$ cat src/rtl/freq_meter_pkg.sv
// Shared definitions for the frequency meter: sequencer state encoding,
// gate range codes and the gate length (in reference clocks) per range.
package freq_meter_pkg;

    typedef enum logic [2:0] {
        ST_IDLE   = 3'd0,
        ST_CLEAR  = 3'd1,
        ST_GATE   = 3'd2,
        ST_SETTLE = 3'd3,
        ST_LATCH  = 3'd4
    } state_t;

    // Range r means a gate of 10^-r seconds; result in Hz = count * 10^r.
    localparam logic [1:0] RANGE_1S    = 2'd0;
    localparam logic [1:0] RANGE_100MS = 2'd1;
    localparam logic [1:0] RANGE_10MS  = 2'd2;
    localparam logic [1:0] RANGE_1MS   = 2'd3;

    // Gate length in reference clock cycles. clk_hz is always a parameter,
    // so this reduces to a 4-way mux of constants.
    function automatic int unsigned gate_len(input int unsigned clk_hz,
                                             input logic [1:0]  rng);
        case (rng)
            RANGE_1S:    return clk_hz;
            RANGE_100MS: return clk_hz / 10;
            RANGE_10MS:  return clk_hz / 100;
            default:     return clk_hz / 1000;
        endcase
    endfunction

endpackage

$ cat src/rtl/gate_timer.sv
// Loadable down-counter timing the CLEAR, GATE and SETTLE phases.
// Ports:
//   i_clk, i_rst   clock, async active-low reset
//   i_load, i_val  load i_val (= phase length - 1) into the counter
//   o_done         terminal count reached (counter at zero)
module gate_timer
    import freq_meter_pkg::*;
#(
    parameter int W = 26
) (
    input  logic         i_clk,
    input  logic         i_rst,
    input  logic         i_load,
    input  logic [W-1:0] i_val,
    output logic         o_done
);

    logic [W-1:0] r_cnt;

    always_ff @(posedge i_clk or negedge i_rst) begin
        if (!i_rst)
            r_cnt <= '0;
        else if (i_load)
            r_cnt <= i_val;
        else if (r_cnt != '0)
            r_cnt <= r_cnt - 1'b1;
    end

    // The owner reloads on the same edge it sees done, so within a timed
    // phase this is high for exactly the last cycle.
    assign o_done = (r_cnt == '0);

endmodule

$ cat src/rtl/freq_gate_ctrl.sv
// Measurement sequencer for the frequency meter. Clears the BCD edge
// counter, opens a gate of 1 s / 100 ms / 10 ms / 1 ms, lets the count
// settle, then latches result, overflow and range. Auto mode steps the
// range up on overflow and down when the leading digit is zero.
// Ports:
//   i_clk, i_rst            reference clock, async active-low reset
//   i_start / i_run         single / continuous measurement request
//   i_auto, i_range_sel     auto-range enable, manual range
//   i_cnt                   BCD count from the edge counter (sigin domain)
//   o_cnt_clean, o_cnt_en   counter clear (active low) and gate
//   o_result/o_range/o_ovf  latched measurement, o_valid one-cycle update strobe
//   o_busy                  sequencer not idle
module freq_gate_ctrl
    import freq_meter_pkg::*;
#(
    parameter int CLK_HZ     = 50_000_000,
    parameter int CLR_CYC    = 2,
    parameter int SETTLE_CYC = 4
) (
    input  logic        i_clk,
    input  logic        i_rst,
    input  logic        i_start,
    input  logic        i_run,
    input  logic        i_auto,
    input  logic [1:0]  i_range_sel,
    input  logic [15:0] i_cnt,
    output logic        o_cnt_clean,
    output logic        o_cnt_en,
    output logic [15:0] o_result,
    output logic [1:0]  o_range,
    output logic        o_ovf,
    output logic        o_valid,
    output logic        o_busy
);

    localparam int TW = $clog2(CLK_HZ + 1);

    state_t        r_state;
    logic [1:0]    r_rng;        // range of the measurement in flight
    logic [1:0]    r_next;       // auto-range choice for the next measurement
    logic          r_msd_s1, r_msd_s2;
    logic          r_seen_hi, r_ovf_pend;

    logic          w_tmr_load;
    logic [TW-1:0] w_tmr_val;
    logic          w_tmr_done;
    logic [1:0]    w_next_upd;
    logic [1:0]    w_rng_new;

    gate_timer #(.W(TW)) u_timer (
        .i_clk  (i_clk),
        .i_rst  (i_rst),
        .i_load (w_tmr_load),
        .i_val  (w_tmr_val),
        .o_done (w_tmr_done)
    );

    // Auto-range decision from the count being latched. A reading below
    // 1000 shown one range lower is at most 9999, so stepping down never
    // causes an immediate overflow back up.
    always_comb begin
        w_next_upd = r_rng;
        if (r_ovf_pend && r_rng != RANGE_1MS)
            w_next_upd = r_rng + 2'd1;
        else if (i_cnt[15:12] == 4'd0 && r_rng != RANGE_1S)
            w_next_upd = r_rng - 2'd1;
    end

    // Range fixed on entry to CLEAR. Coming from LATCH the auto choice must
    // be the one being computed right now, not the stale register.
    always_comb begin
        w_rng_new = i_range_sel;
        if (i_auto)
            w_rng_new = (r_state == ST_LATCH) ? w_next_upd : r_next;
    end

    // Timer is loaded with (length - 1) on the edge that enters each phase.
    always_comb begin
        w_tmr_load = 1'b0;
        w_tmr_val  = '0;
        case (r_state)
            ST_IDLE: if (i_start || i_run) begin
                w_tmr_load = 1'b1;
                w_tmr_val  = TW'(CLR_CYC - 1);
            end
            ST_CLEAR: if (w_tmr_done) begin
                w_tmr_load = 1'b1;
                w_tmr_val  = TW'(gate_len(CLK_HZ, r_rng) - 1);
            end
            ST_GATE: if (w_tmr_done) begin
                w_tmr_load = 1'b1;
                w_tmr_val  = TW'(SETTLE_CYC - 1);
            end
            ST_LATCH: if (i_run) begin
                w_tmr_load = 1'b1;
                w_tmr_val  = TW'(CLR_CYC - 1);
            end
            default: ;
        endcase
    end

    // cnt[15] (MSD >= 8) into the clock domain.
    always_ff @(posedge i_clk or negedge i_rst) begin
        if (!i_rst) begin
            r_msd_s1 <= 1'b0;
            r_msd_s2 <= 1'b0;
        end else begin
            r_msd_s1 <= i_cnt[15];
            r_msd_s2 <= r_msd_s1;
        end
    end

    // Overflow = MSD seen high, then seen low again (9999 -> 0000 wrap).
    // Tracking continues through SETTLE to cover the synchronizer latency
    // for a wrap right at the end of the gate.
    always_ff @(posedge i_clk or negedge i_rst) begin
        if (!i_rst) begin
            r_seen_hi  <= 1'b0;
            r_ovf_pend <= 1'b0;
        end else if (r_state == ST_CLEAR) begin
            r_seen_hi  <= 1'b0;
            r_ovf_pend <= 1'b0;
        end else if (r_state == ST_GATE || r_state == ST_SETTLE) begin
            if (r_msd_s2)
                r_seen_hi <= 1'b1;
            else if (r_seen_hi)
                r_ovf_pend <= 1'b1;
        end
    end

    always_ff @(posedge i_clk or negedge i_rst) begin
        if (!i_rst) begin
            r_state     <= ST_IDLE;
            r_rng       <= RANGE_1S;
            r_next      <= RANGE_1S;
            o_cnt_clean <= 1'b1;
            o_cnt_en    <= 1'b0;
            o_result    <= '0;
            o_range     <= RANGE_1S;
            o_ovf       <= 1'b0;
            o_valid     <= 1'b0;
            o_busy      <= 1'b0;
        end else begin
            o_valid <= 1'b0;
            case (r_state)
                ST_IDLE: if (i_start || i_run) begin
                    r_state     <= ST_CLEAR;
                    r_rng       <= w_rng_new;
                    o_cnt_clean <= 1'b0;
                    o_busy      <= 1'b1;
                end
                ST_CLEAR: if (w_tmr_done) begin
                    r_state     <= ST_GATE;
                    o_cnt_clean <= 1'b1;
                    o_cnt_en    <= 1'b1;
                end
                ST_GATE: if (w_tmr_done) begin
                    r_state  <= ST_SETTLE;
                    o_cnt_en <= 1'b0;
                end
                ST_SETTLE: if (w_tmr_done)
                    r_state <= ST_LATCH;
                ST_LATCH: begin
                    o_result <= i_cnt;
                    o_ovf    <= r_ovf_pend;
                    o_range  <= r_rng;
                    o_valid  <= 1'b1;
                    r_next   <= w_next_upd;
                    if (i_run) begin
                        r_state     <= ST_CLEAR;
                        r_rng       <= w_rng_new;
                        o_cnt_clean <= 1'b0;
                    end else begin
                        r_state <= ST_IDLE;
                        o_busy  <= 1'b0;
                    end
                end
                default: r_state <= ST_IDLE;
            endcase
        end
    end

endmodule
$ cat config.mk
export PLATFORM = sky130hd
export DESIGN_NAME = freq_gate_ctrl
export DESIGN_NICKNAME = d
export VERILOG_FILES = /design/src/rtl/freq_meter_pkg.sv /design/src/rtl/gate_timer.sv /design/src/rtl/freq_gate_ctrl.sv
export SDC_FILE = /design/constraint.sdc
export NUM_CORES = 1
export LEC_CHECK = 0
export CORE_MARGIN = 4
export CORE_UTILIZATION = 41
export DETAILED_ROUTE_END_ITERATION = 10
export SLEW_MARGIN = 15
export SYNTH_ARGS = -nofsm -noshare
export SYNTH_HDL_FRONTEND = slang
export SYNTH_HIERARCHICAL = 1
export SYNTH_SLANG_ARGS = --single-unit
$ cat constraint.sdc
create_clock -name i_clk -period 3.78 [get_ports i_clk]
set_input_delay 0.756 -clock i_clk [delete_from_list [all_inputs] [get_ports i_clk]]
set_output_delay 0.756 -clock i_clk [all_outputs]
set_load 0.05 [all_outputs]
==> parameters.txt <==
Parameter                              Value

Final layout
  Final Core Density ... 0.526
  Total number of nets in the final design ... 433
  Proportion of layout cells with a drive suffix above 1 ... 0.0961
  Antenna Cells ... 0
  Area occupied by multi-input gates ... 1560 um2
  Area of all sequential standard cells ... 1500 um2
  Total of fill cells in the finished design ... 705
  Layout-stage area growth over the synthesis result ... 22.5%

Placement
  Port Buffer Count ... 45
  Placer congestion estimate ... 0.820
  Post-detailed-placement half-perimeter wirelength ... 5280 um

Setup path
  Critical path class ... flip-flop to flip-flop
  Cells traversed along the worst timing path ... inv_1, ha_1, or4b_1, nor4_1, and3_1, nand3_1, nand2_1, clkinv_1, mux2_2
  Critical Path Start Type ... flip-flop
  Critical path fanouts, max ... 13
  Dominant delay contributor by cell family on the critical path ... simple AND/OR/NAND/NOR gates
  Setup slack of the most critical reg-to-reg path ... 0.68 ns
  CP max-delay cell ... sky130_fd_sc_hd__or4b_1
  Biggest cell delay along the critical path ... 0.59 ns
  Data arrival time at the worst-slack endpoint ... 3.33 ns
  Sort of element at the end of the critical path ... flip-flop
  Crit path buf inv count ... 2
  Data required time at the worst endpoint ... 4.01 ns

Route
  Routed wirelength normalized by instance count ... 14.6 um
  Via-per-instance ratio ... 5.17
  Number of design rule violations left after detail routing ... 0
  Detail Route Antenna Nets ... 0
  Violation count after the first detailed-routing iteration ... 103
  Count of TritonRoute iterations in the first routing pass ... 6
  Total number of vias ... 2610
  Routed WL ... 7390 um

Yosys
  Post-synth ARST share ... 1.00
  Count leader, synth ... sky130_fd_sc_hd__nand2_1
  Sequential area share after synthesis ... 0.472
  Post-Syn Instances ... 355
  Primary flip-flop cell chosen by synthesis mapping ... sky130_fd_sc_hd__dfrtp_1
  Number of synthesized register bits ... 60
  Fraction of synthesized cell area taken by the top area cell type ... 0.464
  Syn_area_per_cell ... 8.96 um2
  Number of nets produced by synthesis ... 387
  Leading cell types by count after synthesis ... sky130_fd_sc_hd__nand2_1 (93), sky130_fd_sc_hd__dfrtp_1 (59), sky130_fd_sc_hd__nor2_1 (26)
  Netlist area before placement ... 3180 um2
  Yosys warning total ... 6
  Synth top area cells ... sky130_fd_sc_hd__dfrtp_1 (46%), sky130_fd_sc_hd__nand2_1 (11%), sky130_fd_sc_hd__ha_1 (3.5%)
  Number of synthesized flops with an enable pin ... 0
  Netlist cell types ... 54
  Post-synthesis cell type with the largest combined area ... sky130_fd_sc_hd__dfrtp_1

Timing
  Least-Margin Pin Slew ... 0.767 ns
  Setup repair after global routing missed its margin ... false
  Number of failing setup endpoints in the final timing report ... 0
  Post-route clock period utilization ... 0.821
  Min Tclk post-route ... 3.10 ns
  Worst hold margin ... 0.364 ns
  Final Hold Violating Endpoints ... 0
  Fmax ... 322 MHz
  Final clock skew ... 0.00871 ns
  Fin Setup TNS ... 0 ns
  Relative slew slack ... 0.489
  Final number of max-transition violations ... 0

Die
  Height of the die ... 96.1 um
  Initial core utilization ... 0.429
  Horizontal die dimension ... 96.1 um
  Area of the die ... 9230 um2
  Area of the core ... 7410 um2
  Count of standard-cell rows ... 31
  Top Ports ... 46

Clock network
  Number of setup buffers added after CTS ... 0
  Buffer levels on the longest clock path ... 2
  Clock tree sinks ... 60
  Number of buffers added by the clock tree synthesis step ... 9
  Root Driver ... sky130_fd_sc_hd__clkbuf_8
  Number of cells upsized or downsized after cts ... 0
  Number of hold buffers added after cts ... 0
  Clock Pin Slew Worst Setup and Hold Paths ... 0.08 ns
  Clock insertion delay at the later pin of the skew report ... 0.34 ns
  Number of H-tree levels ... 3
  CTS tree ... done

Power
  LEAKAGE ... 1.70 nW
  Maximum vdd ir drop ... 0.205 mV
  Total power divided by cell area ... 602 nW/um2

GRT
  Global-route usage over all layers ... 0.178
  Via count of the first global-routing pass ... 2603
  Pin count of the biggest net entering global routing ... 34
  Overall overflow remaining after global route ... 0
  Global-route wire length before repair ... 12600 um
  Antenna violations before repair ... 0

Run status
  Outcome ... complete, no violations

Worst hold path
  Type of the tightest min-delay check ... flip-flop to flip-flop

Flow run
  Number of max-capacitance violations reported ... 0
-- metal layers --
metal / vias up / track usage / routed length, um / share of wire
li1: 1287 / - / - / -
met1: 1246 / 0.230 / 3370 / 0.46
met2: 68 / 0.278 / 3430 / 0.46
met3: 9 / 0.0665 / 507 / 0.069
met5: - / 0 / 0 / 0
met4: 0 / 0.0474 / 87 / 0.012
-- logic make-up after synthesis --
group / count (synthesis) / share of synthesized area
compound gates: 50 / 0.101
xor+xnor: 19 / 0.0523
fa+ha+maj: 9 / 0.0354
buf+inv: 28 / 0.0385
flops: 60 / 0.472
mux: 6 / 0.0197
other cells: 1 / 0.00118
simple gates: 182 / 0.280
-- state kept, by name, summed over array words and instances (netlist names), 2 cells and up --
| name | flops |
|---|---|
| o_range | 2 |
| u_timer/r_cnt | 26 |
| r_state | 3 |
| r_next | 2 |
| o_result | 16 |
| r_rng | 2 |
-- final cells by class --
class | instances | share of cell area
timing repair buffer | 50 | 0.124
multi-input combinational | 267 | 0.399
inverter | 13 | 0.0125
sequential | 60 | 0.386
clock inverter | 7 | 0.0151
clock buffer | 9 | 0.0318
tap | 99 | 0.0318
-- power by group --
group / leakage [nW] / switching, mW / internal [mW] / total, mW
clock: 0.0864 / 0.291 / 0.245 / 0.536
sequential: 0.690 / 0.182 / 0.800 / 0.981
combinational: 0.926 / 0.452 / 0.376 / 0.828
total: 1.70 / 0.924 / 1.42 / 2.35
-- cells in the final DEF, fill, tap and decap left out, types with 4 or more instances in the layout --
cell and n:
sky130_fd_sc_hd__nor4_1 6, sky130_fd_sc_hd__or3_1 5, sky130_fd_sc_hd__xnor2_1 11, sky130_fd_sc_hd__and2_1 7
sky130_fd_sc_hd__nor2_1 26, sky130_fd_sc_hd__ha_1 9, sky130_fd_sc_hd__o31ai_1 7, sky130_fd_sc_hd__dfrtp_1 59
sky130_fd_sc_hd__clkdlybuf4s50_1 44, sky130_fd_sc_hd__clkbuf_8 9, sky130_fd_sc_hd__xor2_1 8, sky130_fd_sc_hd__nand4_1 4
sky130_fd_sc_hd__inv_1 12, sky130_fd_sc_hd__o21ai_0 15, sky130_fd_sc_hd__buf_4 5, sky130_fd_sc_hd__a21oi_1 11
sky130_fd_sc_hd__nor3_1 11, sky130_fd_sc_hd__mux2i_1 4, sky130_fd_sc_hd__nand3_1 6, sky130_fd_sc_hd__nand2_1 93
-- stage by stage --
stage,instances,power (mW),setup slack [ns],instance area [um2]
after floorplan,355,1.58,1.11,3180
after global placement,489,1.80,0.814,3710
after detailed placement,489,1.81,0.709,3710
after CTS,505,2.37,0.689,3900
after global routing,505,2.52,0.412,3900
final,505,2.35,0.676,3900
-- final timing paths --
check                                                     end  cells past startpoint                          from
worst max register to register  u_timer/r_cnt[22]$_DFFE_PN0P_                      9  u_timer/r_cnt[0]$_DFFE_PN0P_
worst min-delay path                       r_msd_s2$_DFF_PN0_                      0            r_msd_s1$_DFF_PN0_
worst min register to register             r_msd_s2$_DFF_PN0_                      0            r_msd_s1$_DFF_PN0_
max in group asynchronous             o_cnt_clean$_DFFE_PN1P_                      2                         i_rst
min in group asynchronous       u_timer/r_cnt[20]$_DFFE_PN0P_                      1                         i_rst
worst max-delay path            u_timer/r_cnt[22]$_DFFE_PN0P_                      9  u_timer/r_cnt[0]$_DFFE_PN0P_
Note: power is estimated with default switching activity, not from simulation.
